**src/rtl/muldiv_unit.sv**
```systemverilog
// Iterative MIPS multiply/divide unit with architectural HI/LO registers.
// Result lands WIDTH+1 edges after start with a one-cycle done; start ignored while busy.
module muldiv_unit #(
   parameter int WIDTH = 32
) (
   input  logic             clk,
   input  logic             rst,
   input  logic             start,
   input  logic [1:0]       op,
   input  logic [WIDTH-1:0] src_a,
   input  logic [WIDTH-1:0] src_b,
   input  logic             cancel,
   input  logic             wr_hi,
   input  logic             wr_lo,
   input  logic [WIDTH-1:0] wr_data,
   output logic             busy,
   output logic             done,
   output logic             div_zero,
   output logic [WIDTH-1:0] hi,
   output logic [WIDTH-1:0] lo
);
   localparam int CW = $clog2(WIDTH + 1);

   typedef enum logic [1:0] {S_IDLE, S_RUN, S_FIX} state_t;

   state_t             r_state, w_next;
   logic               r_is_div, r_neg_q, r_neg_r, r_dz;
   logic               r_done, r_div_zero;
   logic [WIDTH-1:0]   r_b, r_rem, r_q, r_hi, r_lo;
   logic [CW-1:0]      r_cnt;

   logic               w_accept, w_fire, w_signed, w_neg_a, w_neg_b;
   logic [WIDTH-1:0]   w_abs_a, w_abs_b;
   logic [WIDTH:0]     w_mul_sum, w_shift, w_trial;
   logic [2*WIDTH-1:0] w_prod, w_prod_fix;
   logic [WIDTH-1:0]   w_quo_fix, w_rem_fix;

   assign w_signed = ~op[0];
   assign w_neg_a  = w_signed & src_a[WIDTH-1];
   assign w_neg_b  = w_signed & src_b[WIDTH-1];
   assign w_abs_a  = w_neg_a ? -src_a : src_a;
   assign w_abs_b  = w_neg_b ? -src_b : src_b;

   // r_rem/r_q double as {product high, multiplier} for mul and {remainder, dividend} for div.
   assign w_mul_sum = {1'b0, r_rem} + (r_q[0] ? {1'b0, r_b} : '0);
   assign w_shift   = {r_rem, r_q[WIDTH-1]};
   assign w_trial   = w_shift - {1'b0, r_b};

   assign w_prod     = {r_rem, r_q};
   assign w_prod_fix = r_neg_q ? -w_prod : w_prod;
   assign w_quo_fix  = r_neg_q ? -r_q : r_q;
   assign w_rem_fix  = r_neg_r ? -r_rem : r_rem;

   always_comb begin
      w_next   = r_state;
      w_accept = 1'b0;
      w_fire   = 1'b0;
      case (r_state)
         S_IDLE: begin
            if (start && !cancel) begin
               w_accept = 1'b1;
               w_next   = S_RUN;
            end
         end
         S_RUN: begin
            if (cancel)                   w_next = S_IDLE;
            else if (r_cnt == CW'(1))     w_next = S_FIX;
         end
         S_FIX: begin
            w_fire = ~cancel;
            w_next = S_IDLE;
         end
         default: w_next = S_IDLE;
      endcase
   end

   always_ff @(posedge clk) begin
      if (rst) begin
         r_state    <= S_IDLE;
         r_is_div   <= 1'b0;
         r_neg_q    <= 1'b0;
         r_neg_r    <= 1'b0;
         r_dz       <= 1'b0;
         r_done     <= 1'b0;
         r_div_zero <= 1'b0;
         r_b        <= '0;
         r_rem      <= '0;
         r_q        <= '0;
         r_hi       <= '0;
         r_lo       <= '0;
         r_cnt      <= '0;
      end else begin
         r_state    <= w_next;
         r_done     <= 1'b0;
         r_div_zero <= 1'b0;
         if (wr_hi) r_hi <= wr_data;
         if (wr_lo) r_lo <= wr_data;

         if (w_accept) begin
            r_is_div <= op[1];
            r_neg_q  <= w_neg_a ^ w_neg_b;
            r_neg_r  <= w_neg_a;
            r_dz     <= op[1] && (src_b == '0);
            r_rem    <= '0;
            r_q      <= op[1] ? w_abs_a : w_abs_b;
            r_b      <= op[1] ? w_abs_b : w_abs_a;
            r_cnt    <= CW'(WIDTH);
         end

         if (r_state == S_RUN && !cancel) begin
            r_cnt <= r_cnt - CW'(1);
            if (r_is_div) begin
               r_q   <= {r_q[WIDTH-2:0], ~w_trial[WIDTH]};
               r_rem <= w_trial[WIDTH] ? w_shift[WIDTH-1:0] : w_trial[WIDTH-1:0];
            end else begin
               r_rem <= w_mul_sum[WIDTH:1];
               r_q   <= {w_mul_sum[0], r_q[WIDTH-1:1]};
            end
         end

         // Result write overrides a same-edge MTHI/MTLO; divide-by-zero leaves HI/LO alone.
         if (w_fire) begin
            r_done     <= 1'b1;
            r_div_zero <= r_dz;
            if (!r_is_div) begin
               r_hi <= w_prod_fix[2*WIDTH-1:WIDTH];
               r_lo <= w_prod_fix[WIDTH-1:0];
            end else if (!r_dz) begin
               r_hi <= w_rem_fix;
               r_lo <= w_quo_fix;
            end
         end
      end
   end

   assign busy     = (r_state != S_IDLE);
   assign done     = r_done;
   assign div_zero = r_div_zero;
   assign hi       = r_hi;
   assign lo       = r_lo;
endmodule

```
**config.mk**
```make
export PLATFORM = sky130hd
export DESIGN_NAME = muldiv_unit
export DESIGN_NICKNAME = d
export VERILOG_FILES = /design/src/rtl/muldiv_unit.sv
export SDC_FILE = /design/constraint.sdc
export NUM_CORES = 1
export LEC_CHECK = 0
export CAP_MARGIN = 10
export CORE_UTILIZATION = 60
export CTS_BUF_LIST = sky130_fd_sc_hd__clkbuf_4
export CTS_CLUSTER_SIZE = 20
export DETAILED_ROUTE_END_ITERATION = 7
export PLACE_DENSITY = 0.84
export SLEW_MARGIN = 20
export SYNTH_ARGS = -nofsm -noshare
export SYNTH_HDL_FRONTEND = slang
export SYNTH_SLANG_ARGS = --single-unit
```
**constraint.sdc**
```tcl
create_clock -name clk -period 4.15 [get_ports clk]
set_input_delay 1.245 -clock clk [delete_from_list [all_inputs] [get_ports clk]]
set_output_delay 1.245 -clock clk [all_outputs]
set_load 0.03 [all_outputs]
```
==> flow_metrics.env, run 1 <==
export IMPL_boundaryPins=171
export IMPL_tightest_slew_ns=0.925
export IMPL_synth_edf_count=0
export IMPL_post_cts_resized=0
export IMPL_antenna_found_initial=1
export IMPL_cp_data_arrival_time_ns=4.23
export IMPL_nets=2353
export IMPL_hold_buffers=0
export IMPL_path_max_fanout=23
export IMPL_syn_area_per_cell_um2=7.47
export IMPL_yosysWarnings=0
export IMPL_power_leakage_nw=7.29
export IMPL_gp_congestion=1.01
export IMPL_dp_hpwl_mm=42.1
export IMPL_vias=16400
export IMPL_use_met3_pct=6.31
export IMPL_final_cells=2522
export IMPL_clock_skew_ns=0.0348
export IMPL_regArea_um2=3490
export IMPL_hold_class="register to register"
export IMPL_drive_gt1_share_pct=8.54
export IMPL_ys_dominant_reg_cell="dfxtp_1"
export IMPL_drtIter0Drc=1938
export IMPL_yosys_top_cells_area="dfxtp_1 (23%), mux2i_1 (6.9%), nor2_1 (6.3%)"
export IMPL_fillers=2180
export IMPL_hold_viol_final=0
export IMPL_holdWs_ns=0.464
export IMPL_finalSetupTns_ns=0
export IMPL_port_buffers=170
export IMPL_post_cts_setup_buffer_count=0
export IMPL_status="finished, final reports clean"
export IMPL_h_tree_depth=4
export IMPL_setup_violations=0
export IMPL_cts_max_path_buffers=2
export IMPL_cts_sinks=174
export IMPL_synth_most_common_cell="nor2_1"
export IMPL_die_area_um2=26200
export IMPL_grt_pass1_vias=15100
export IMPL_multi_input_area_um2=11000
export IMPL_max_cap_violations=0
export IMPL_placed_cells=2488
export IMPL_slew_violations=0
export IMPL_netlist_area_um2=15300
export IMPL_path_cells="inv_1 > ha_1 > a21oi_1 > o21ai_0 > a2111o_1 > o2bb2ai_1 > or4b_1 > nand3_2 > buf_12 > buf_4 > mux2i_1 > a221oi_2 > nor2_1"
export IMPL_ir_worst_vdd_v=0.000139
export IMPL_clk_pin_slew_ns=0.20
export IMPL_core_area_um2=25100
export IMPL_route_detailed_drc=0
export IMPL_relSlewSlack_pct=38.3
export IMPL_cp_end_kind="register"
export IMPL_slowest_stage="or4b_1"
export IMPL_start_util_pct=61.0
export IMPL_cp_start_kind="register"
export IMPL_synthToLayoutAreaGrowth_pct=16.5
export IMPL_rsz0062_at_grt="no"
export IMPL_routed_wl_mm=54.1
export IMPL_async_reset_ff_share_pct=0
export IMPL_synth_cells=2050
export IMPL_ys_seq_area_share_pct=22.8
export IMPL_critPathMaxStageDelay_ns=0.52
export IMPL_grt_max_degree=68
export IMPL_pwr_density_cell_nw_per_um2=242
export IMPL_place_ws_ns=0.111
export IMPL_min_period_over_period_pct=89.9
export IMPL_grt_total_usage_pct=40.3
export IMPL_wl_per_cell_um=21.5
export IMPL_ys_ff_latch=174
export IMPL_fmax_mhz=268
export IMPL_gr_max_usage_layer="met2"
export IMPL_synth_largest_area_cell="dfxtp_1"
export IMPL_crit_type="register to register"
export IMPL_grt_ovfl_total=0
export IMPL_grt_pass1_wl_mm=82.7
export IMPL_drtPass1Iterations=6
export IMPL_root_buffer="clkbuf_4"
export IMPL_grt_util_met1_pct=51.9
export IMPL_met2_usage_pct=64.5
export IMPL_rows=58
export IMPL_post_synth_top_area_fraction_pct=22.8
export IMPL_yosys_cell_types_count=82
export IMPL_worst_slack_ns=0.418
export IMPL_synth_nets=2226
export IMPL_dieWidth_um=162
export IMPL_ant_nets=0
export IMPL_vias_per_cell=6.52
export IMPL_fin_crit_ns=3.73
export IMPL_cts_tree="built"
export IMPL_worstPathRequired_ns=4.65
export IMPL_ys_top_cells_by_count="nor2_1 (255), nand2_1 (186), a21oi_1 (177)"
export IMPL_cts_buffers=17
export IMPL_insertion_delay_ns=0.63
export IMPL_fp_dieH_um=162
-- routing by layer --
metal	vias to the layer above	part of all wire, %
li1	7664	-
met1	7619	40
met2	953	44
met3	197	10
met4	0	5.9
met5	-	0
-- cells in the final DEF, fill, tap and decap left out, types with 83 or more instances in the layout --
cell,instances
xor2_1,99
clkdlybuf4s50_1,166
nand2_1,186
xnor2_1,101
nor2_1,254
buf_4,83
a21oi_1,177
dfxtp_1,172
mux2i_1,105
o21ai_0,106
-- worst paths after layout --
path                               end  depth (start not counted)                  from  slack, ns
hold reg to reg   r_b[16]$_SDFFE_PP0P_                          2  r_b[16]$_SDFFE_PP0P_       0.46
hold / removal    r_b[16]$_SDFFE_PP0P_                          2  r_b[16]$_SDFFE_PP0P_       0.46
setup reg to reg   r_q[0]$_SDFFE_PP0P_                         13  r_b[23]$_SDFFE_PP0P_       0.42
setup / recovery   r_q[0]$_SDFFE_PP0P_                         13  r_b[23]$_SDFFE_PP0P_       0.42
-- critical path, delay by kind of cell (launching register included) --
family | cells | cell delay, ns
and+or+nand+nor | 3 | 0.86
DFF | 1 | 0.36
muxes | 1 | 0.11
adders and majority gates | 1 | 0.43
buffers and inverters | 3 | 0.53
AOI/OAI and AO/OA | 5 | 1.31
-- final cells by class --
| class | count | area share [%] |
|---|---|---|
| Antenna cell | 2 | 0.0281 |
| Clock inverter | 15 | 1.16 |
| Timing Repair Buffer | 254 | 13.1 |
| Tap cell | 330 | 2.32 |
| Inverter | 64 | 1.35 |
| Multi-Input combinational cell | 1666 | 61.8 |
| Sequential cell | 174 | 19.5 |
| Clock buffer | 17 | 0.716 |
-- stage by stage --
| step | cell area (um^2) | power [mW] | util, % |
|---|---|---|---|
| 2_1_floorplan | 15300 | 2.70 | - |
| 6_report | 17800 | 4.32 | 71.0 |
| 3_5_place_dp | 17500 | 3.17 | 69.7 |
| 5_1_grt | 17800 | 4.47 | 71.0 |
| 3_3_place_gp | 17500 | 3.14 | 69.7 |
| 4_1_cts | 17800 | 4.27 | 71.0 |
-- registers in the layout, summed over array words and instances, names as in the netlist --
signal	cells
r_state	2
hi	32
r_neg_q	1
r_q	32
r_neg_r	1
r_is_div	1
r_cnt	6
done	1
r_dz	1
r_b	32
div_zero	1
lo	32
r_rem	32
-- power breakdown --
part	switching, mW	total, mW	internal, mW	leakage [nW]
sequential	0.0908	1.84	1.75	1.42
clock	0.787	1.14	0.353	0.172
combinational	0.788	1.33	0.545	5.69
-- cell families after synthesis --
group / after synthesis / share of synthesized area (%)
AOI/OAI and AO/OA: 611 / 26.1
xor gates and xnor gates: 200 / 11.4
adders and majority gates: 72 / 5.98
buffers and inverters: 210 / 5.44
DFF: 174 / 22.8
muxes: 124 / 8.26
and+or+nand+nor: 659 / 20.0
(Power assumes the default switching activity.)
==> run 2, diff against run 1 <==
--- a/config.mk
+++ b/config.mk
@@ -11,6 +11,7 @@
 export CTS_CLUSTER_SIZE = 20
 export DETAILED_ROUTE_END_ITERATION = 7
 export PLACE_DENSITY = 0.84
+export RECOVER_POWER = 50
 export SLEW_MARGIN = 20
 export SYNTH_ARGS = -nofsm -noshare
 export SYNTH_HDL_FRONTEND = slang
==> run 2 against run 1 <==
Final cell count unchanged. Clock power about the same. Sequential power about the same. Power down 0.63%. Non-clock buffer count did not move. Largest cell class unchanged.
==> flow_metrics.env, run 2 (synthesis results as in run 1) <==
export IMPL_clock_skew_ns=0.0388
export IMPL_relSlewSlack_pct=7.18
export IMPL_fillers=2200
export IMPL_hold_viol_final=0
export IMPL_critPathBufInv=2
export IMPL_root_buffer="clkbuf_4"
export IMPL_nets=2353
export IMPL_slew_violations=0
export IMPL_m1WireLength_mm=21.6
export IMPL_post_cts_setup_buffer_count=0
export IMPL_pwr_density_cell_nw_per_um2=242
export IMPL_cts_tree="built"
export IMPL_final_common_cell="nor2_1"
export IMPL_wl_met3_mm=5.38
export IMPL_grt_ovfl_total=0
export IMPL_dieWidth_um=162
export IMPL_drive_gt1_share_pct=7.76
export IMPL_tightest_slew_ns=1.39
export IMPL_vias=16500
export IMPL_reg2reg_from="r_b[23]$_SDFFE_PP0P_"
export IMPL_port_buffers=170
export IMPL_fin_crit_ns=3.82
export IMPL_cts_max_path_buffers=2
export IMPL_die_area_um2=26200
export IMPL_critPathMaxStageDelay_ns=0.90
export IMPL_power_leakage_nw=7.38
export IMPL_min_period_over_period_pct=92.0
export IMPL_worstPathRequired_ns=4.68
export IMPL_cts_sinks=174
export IMPL_gp_congestion=1.01
export IMPL_post_cts_resized=0
export IMPL_layout_common_cells="nor2_1 (254), nand2_1 (187), a21oi_1 (178)"
export IMPL_rows=58
export IMPL_multi_input_area_um2=11000
export IMPL_path_cells="dlygate4sd3_1 > nor4b_1 > clkbuf_1 > nand2b_1 > a211o_1 > o31ai_1"
export IMPL_grt_total_usage_pct=40.3
export IMPL_synthToLayoutAreaGrowth_pct=16.0
export IMPL_fp_dieH_um=162
export IMPL_cp_start_kind="input pin"
export IMPL_routed_top_layer="met4"
export IMPL_hp_start="r_b[2]$_SDFFE_PP0P_"
export IMPL_regArea_um2=3490
export IMPL_route_detailed_drc=0
export IMPL_h_tree_depth=4
export IMPL_grt_max_degree=68
export IMPL_grt_pass1_wl_mm=82.7
export IMPL_setup_violations=0
export IMPL_drtPass1Iterations=7
export IMPL_boundaryPins=171
export IMPL_cp_end_kind="register"
export IMPL_crit_type="input pin to register"
export IMPL_cp_data_arrival_time_ns=4.35
export IMPL_fmax_mhz=262
export IMPL_antenna_found_initial=1
export IMPL_vias_per_cell=6.55
export IMPL_rsz0062_at_grt="no"
export IMPL_hold_buffers=0
export IMPL_wl_per_cell_um=21.4
export IMPL_core_area_um2=25100
export IMPL_clk_pin_slew_ns=0.18
export IMPL_insertion_delay_ns=0.62
export IMPL_crit_family="buffers and inverters"
export IMPL_max_cap_violations=0
export IMPL_path_max_fanout=22
export IMPL_routed_wl_mm=54.1
export IMPL_ant_nets=0
export IMPL_grt_pass1_vias=15100
export IMPL_finalSetupTns_ns=0
export IMPL_ir_worst_vdd_v=0.000136
export IMPL_totalPowerFinal_mw=4.29
export IMPL_dp_hpwl_mm=42.1
export IMPL_slowest_stage="nor4b_1"
export IMPL_hold_class="register to register"
export IMPL_cts_buffers=17
export IMPL_start_util_pct=61.0
export IMPL_wl_met2_mm=24.0
export IMPL_status="finished, final reports clean"
export IMPL_critPathLaunch="cancel"
export IMPL_drtIter0Drc=1997
-- run 2: cell count changes in the layout (fill, tap and decap cells not counted), sizes merged --
cell,change
clkdlybuf4s50,-53
dlygate4sd3,+53
buf,-10
clkbuf,+10
-- run 2: where the power goes --
part / total [mW] / internal, mW / switching, mW
clock network: 1.13 / 0.353 / 0.781
registers: 1.84 / 1.75 / 0.0884
logic: 1.31 / 0.529 / 0.786
-- run 2: worst register-to-register path: stages (launching register included) --
cell and delay [ns]:
dfxtp_1 0.35, inv_1 0.11, ha_1 0.44, a21oi_1 0.28, o21ai_0 0.18, a2111o_1 0.45, o2bb2ai_1 0.19, or4b_1 0.52
nand3_2 0.28, buf_12 0.22, buf_4 0.21, mux2i_1 0.11, a221oi_2 0.23, nor2_1 0.06
-- run 2: final timing paths --
kind / depth (start not counted) / slack, ns / to
max reg2reg: 13 / 0.42 / r_q[0]$_SDFFE_PP0P_
min: 2 / 0.46 / r_b[2]$_SDFFE_PP0P_
min reg2reg: 2 / 0.46 / r_b[2]$_SDFFE_PP0P_
max: 6 / 0.33 / r_b[29]$_SDFFE_PP0P_
-- run 2: final cells by class --
| cell class | count | share of cell area (%) |
|---|---|---|
| antenna | 2 | 0.0282 |
| clock buffer | 17 | 0.719 |
| clock inverter | 15 | 1.16 |
| inverter | 64 | 1.35 |
| multi-input combinational | 1666 | 61.8 |
| sequential | 174 | 19.6 |
| tap | 330 | 2.33 |
| timing repair buffer | 254 | 13.0 |
-- run 2: metrics by stage --
step	utilization [%]	hold WS (ns)	area [um^2]	std cells	worst slack, ns
2_1_floorplan	-	0.432	15300	2050	0.676
3_3_place_gp	69.7	0.441	17500	2488	0.138
3_5_place_dp	69.7	0.447	17500	2488	0.111
4_1_cts	71.0	0.466	17800	2520	0.544
5_1_grt	70.7	0.479	17800	2522	0.295
6_report	70.7	0.464	17800	2522	0.331
-- run 2: metal layers --
| layer | up-vias | GRT usage [%] |
|---|---|---|
| li1 | 7663 | - |
| met1 | 7682 | 51.9 |
| met2 | 976 | 64.5 |
| met3 | 189 | 6.31 |
| met4 | 0 | 22.3 |
| met5 | - | 0 |
==> run 3, diff against run 2 <==
--- a/config.mk
+++ b/config.mk
@@ -12,6 +12,7 @@
 export DETAILED_ROUTE_END_ITERATION = 7
 export PLACE_DENSITY = 0.84
 export RECOVER_POWER = 50
+export SETUP_SLACK_MARGIN = 0.5
 export SLEW_MARGIN = 20
 export SYNTH_ARGS = -nofsm -noshare
 export SYNTH_HDL_FRONTEND = slang
==> run 3 against run 2 <==
Sequential power is essentially flat. Flip-flop and latch count unchanged. Maximum frequency rose by 1.1%. Hold slack is essentially flat. Clock skew up 0.0013 ns. First-iteration DRC count about the same. Combinational power is essentially flat. Via count up 0.16%. Clock power is essentially flat. Count of clock-buffer cells in the layout unchanged. Critical path type unchanged. Critical endpoint unchanged. Largest power group unchanged.
==> flow_metrics.env, run 3 (synthesis results as in run 1) <==
export IMPL_cts_sinks=174
export IMPL_holdPathEnd="r_b[16]$_SDFFE_PP0P_"
export IMPL_tightest_slew_ns=1.40
export IMPL_fp_dieH_um=162
export IMPL_vias_per_cell=6.55
export IMPL_fin_crit_ns=3.78
export IMPL_hp_start="r_b[16]$_SDFFE_PP0P_"
export IMPL_grt_max_degree=68
export IMPL_wl_per_cell_um=21.5
export IMPL_min_period_over_period_pct=91.0
export IMPL_dp_hpwl_mm=42.1
export IMPL_core_area_um2=25100
export IMPL_rsz0062_at_grt="yes"
export IMPL_nets=2356
export IMPL_ant_nets=0
export IMPL_swShare_pct=38.6
export IMPL_layout_common_cells="nor2_1 (254), nand2_1 (187), a21oi_1 (177)"
export IMPL_pwr_density_cell_nw_per_um2=242
export IMPL_slew_violations=0
export IMPL_whs_path_depth=2
export IMPL_comb_power_share_pct=30.7
export IMPL_port_buffers=170
export IMPL_p_seq_share_pct=42.8
export IMPL_ir_worst_vdd_v=0.000136
export IMPL_grt_pass1_wl_mm=82.7
export IMPL_root_buffer="clkbuf_4"
export IMPL_cp_start_kind="input pin"
export IMPL_gp_congestion=1.01
export IMPL_synthToLayoutAreaGrowth_pct=16.3
export IMPL_finalSetupTns_ns=0
export IMPL_insertion_delay_ns=0.62
export IMPL_clock_skew_ns=0.0401
export IMPL_boundaryPins=171
export IMPL_reg2regPathDepth=13
export IMPL_cp_end_kind="register"
export IMPL_worstPathRequired_ns=4.68
export IMPL_timing_rr_end="r_q[0]$_SDFFE_PP0P_"
export IMPL_antenna_found_initial=1
export IMPL_routed_wl_mm=54.2
export IMPL_h_tree_depth=4
export IMPL_start_util_pct=61.0
export IMPL_grt_pass1_vias=15100
export IMPL_drtIter0Drc=1998
export IMPL_dieWidth_um=162
export IMPL_hold_class="register to register"
export IMPL_p_clk_share_pct=26.4
export IMPL_grt_total_usage_pct=40.3
export IMPL_vias=16500
export IMPL_fmax_mhz=265
export IMPL_crit_type="input pin to register"
export IMPL_ff2ff_setup_slack_ns=0.62
export IMPL_reg2reg_from="r_b[17]$_SDFFE_PP0P_"
export IMPL_cp_data_arrival_time_ns=4.31
export IMPL_totalPowerFinal_mw=4.30
export IMPL_cts_tree="built"
export IMPL_cts_max_path_buffers=2
export IMPL_setup_violations=0
export IMPL_path_max_fanout=22
export IMPL_final_common_cell="nor2_1"
export IMPL_route_detailed_drc=0
export IMPL_die_area_um2=26200
export IMPL_hold_viol_final=0
export IMPL_drive_gt1_share_pct=8.07
export IMPL_max_cap_violations=0
export IMPL_grt_ovfl_total=0
export IMPL_rows=58
export IMPL_drtPass1Iterations=7
export IMPL_status="finished, final reports clean"
export IMPL_power_leakage_nw=7.39
export IMPL_p_int_mw=2.64
export IMPL_relSlewSlack_pct=6.93
export IMPL_p_switching_mw=1.66
export IMPL_clk_pin_slew_ns=0.18
export IMPL_cts_buffers=17
run 3: metrics by stage:
step / cells / utilization [%] / instance area, um^2 / hold WS [ns] / setup slack [ns]
global placement: 2488 / 69.7 / 17500 / 0.441 / 0.138
global route: 2525 / 70.9 / 17800 / 0.479 / 0.295
detailed placement: 2488 / 69.7 / 17500 / 0.447 / 0.111
finish: 2525 / 70.9 / 17800 / 0.465 / 0.372
floorplan: 2050 / - / 15300 / 0.432 / 0.676
CTS: 2520 / 71.0 / 17800 / 0.466 / 0.544
run 3: how the worst max path moves through the flow:
stage,slack (ns),endpoint,depth (start not counted),startpoint
6_report,0.37,r_b[29]$_SDFFE_PP0P_,6,cancel
5_1_grt,0.30,lo[18]$_SDFF_PP0_,8,cancel
4_1_cts,0.54,r_rem[1]$_SDFFE_PP0P_,13,r_b[23]$_SDFFE_PP0P_
3_5_place_dp,0.11,r_q[24]$_SDFFE_PP0P_,10,src_b[14]
3_3_place_gp,0.14,r_q[22]$_SDFFE_PP0P_,9,src_b[15]
2_1_floorplan,0.68,r_q[22]$_SDFFE_PP0P_,8,src_b[14]
run 3: final cells by class:
type	count	area [um^2]
Fill cell	2192	7300
Timing Repair Buffer	257	2330
Tap cell	330	413
Antenna cell	2	5.00
Clock buffer	17	128
Clock inverter	15	206
Sequential cell	174	3490
Multi-Input combinational cell	1666	11000
Inverter	64	240
run 3: timing repair:
| action | CTS | global route |
|---|---|---|
| buffers inserted | 0 | 3 |
| gates resized for setup | 0 | 5 |
| setup endpoints to repair | 0 | 12 |
| hold buffers | 0 | 0 |
run 3: power groups by stage:
| stage | sequential, mW | clock, mW | combinational [mW] |
|---|---|---|---|
| after floorplan | 1.90 | 0 | 0.798 |
| after global placement | 1.87 | 0 | 1.27 |
| after detailed placement | 1.87 | 0 | 1.30 |
| after CTS | 1.84 | 1.13 | 1.31 |
| after global routing | 1.85 | 1.19 | 1.41 |
| final | 1.84 | 1.14 | 1.32 |
run 3: routing by layer:
metal  wire (um)  share of wire, %  GRT usage (%)
met2       24100                44           64.5
met4        3200               5.9           22.3
met5           0                 0              0
met1       21600                40           51.9
met3        5350               9.9           6.31
run 3: worst max-delay path: stages:
cell and delay, ns:
dlygate4sd3_1 0.63, nor4b_1 0.86, clkbuf_1 0.85, nand2b_1 0.35, a211o_1 0.31, o31ai_1 0.06
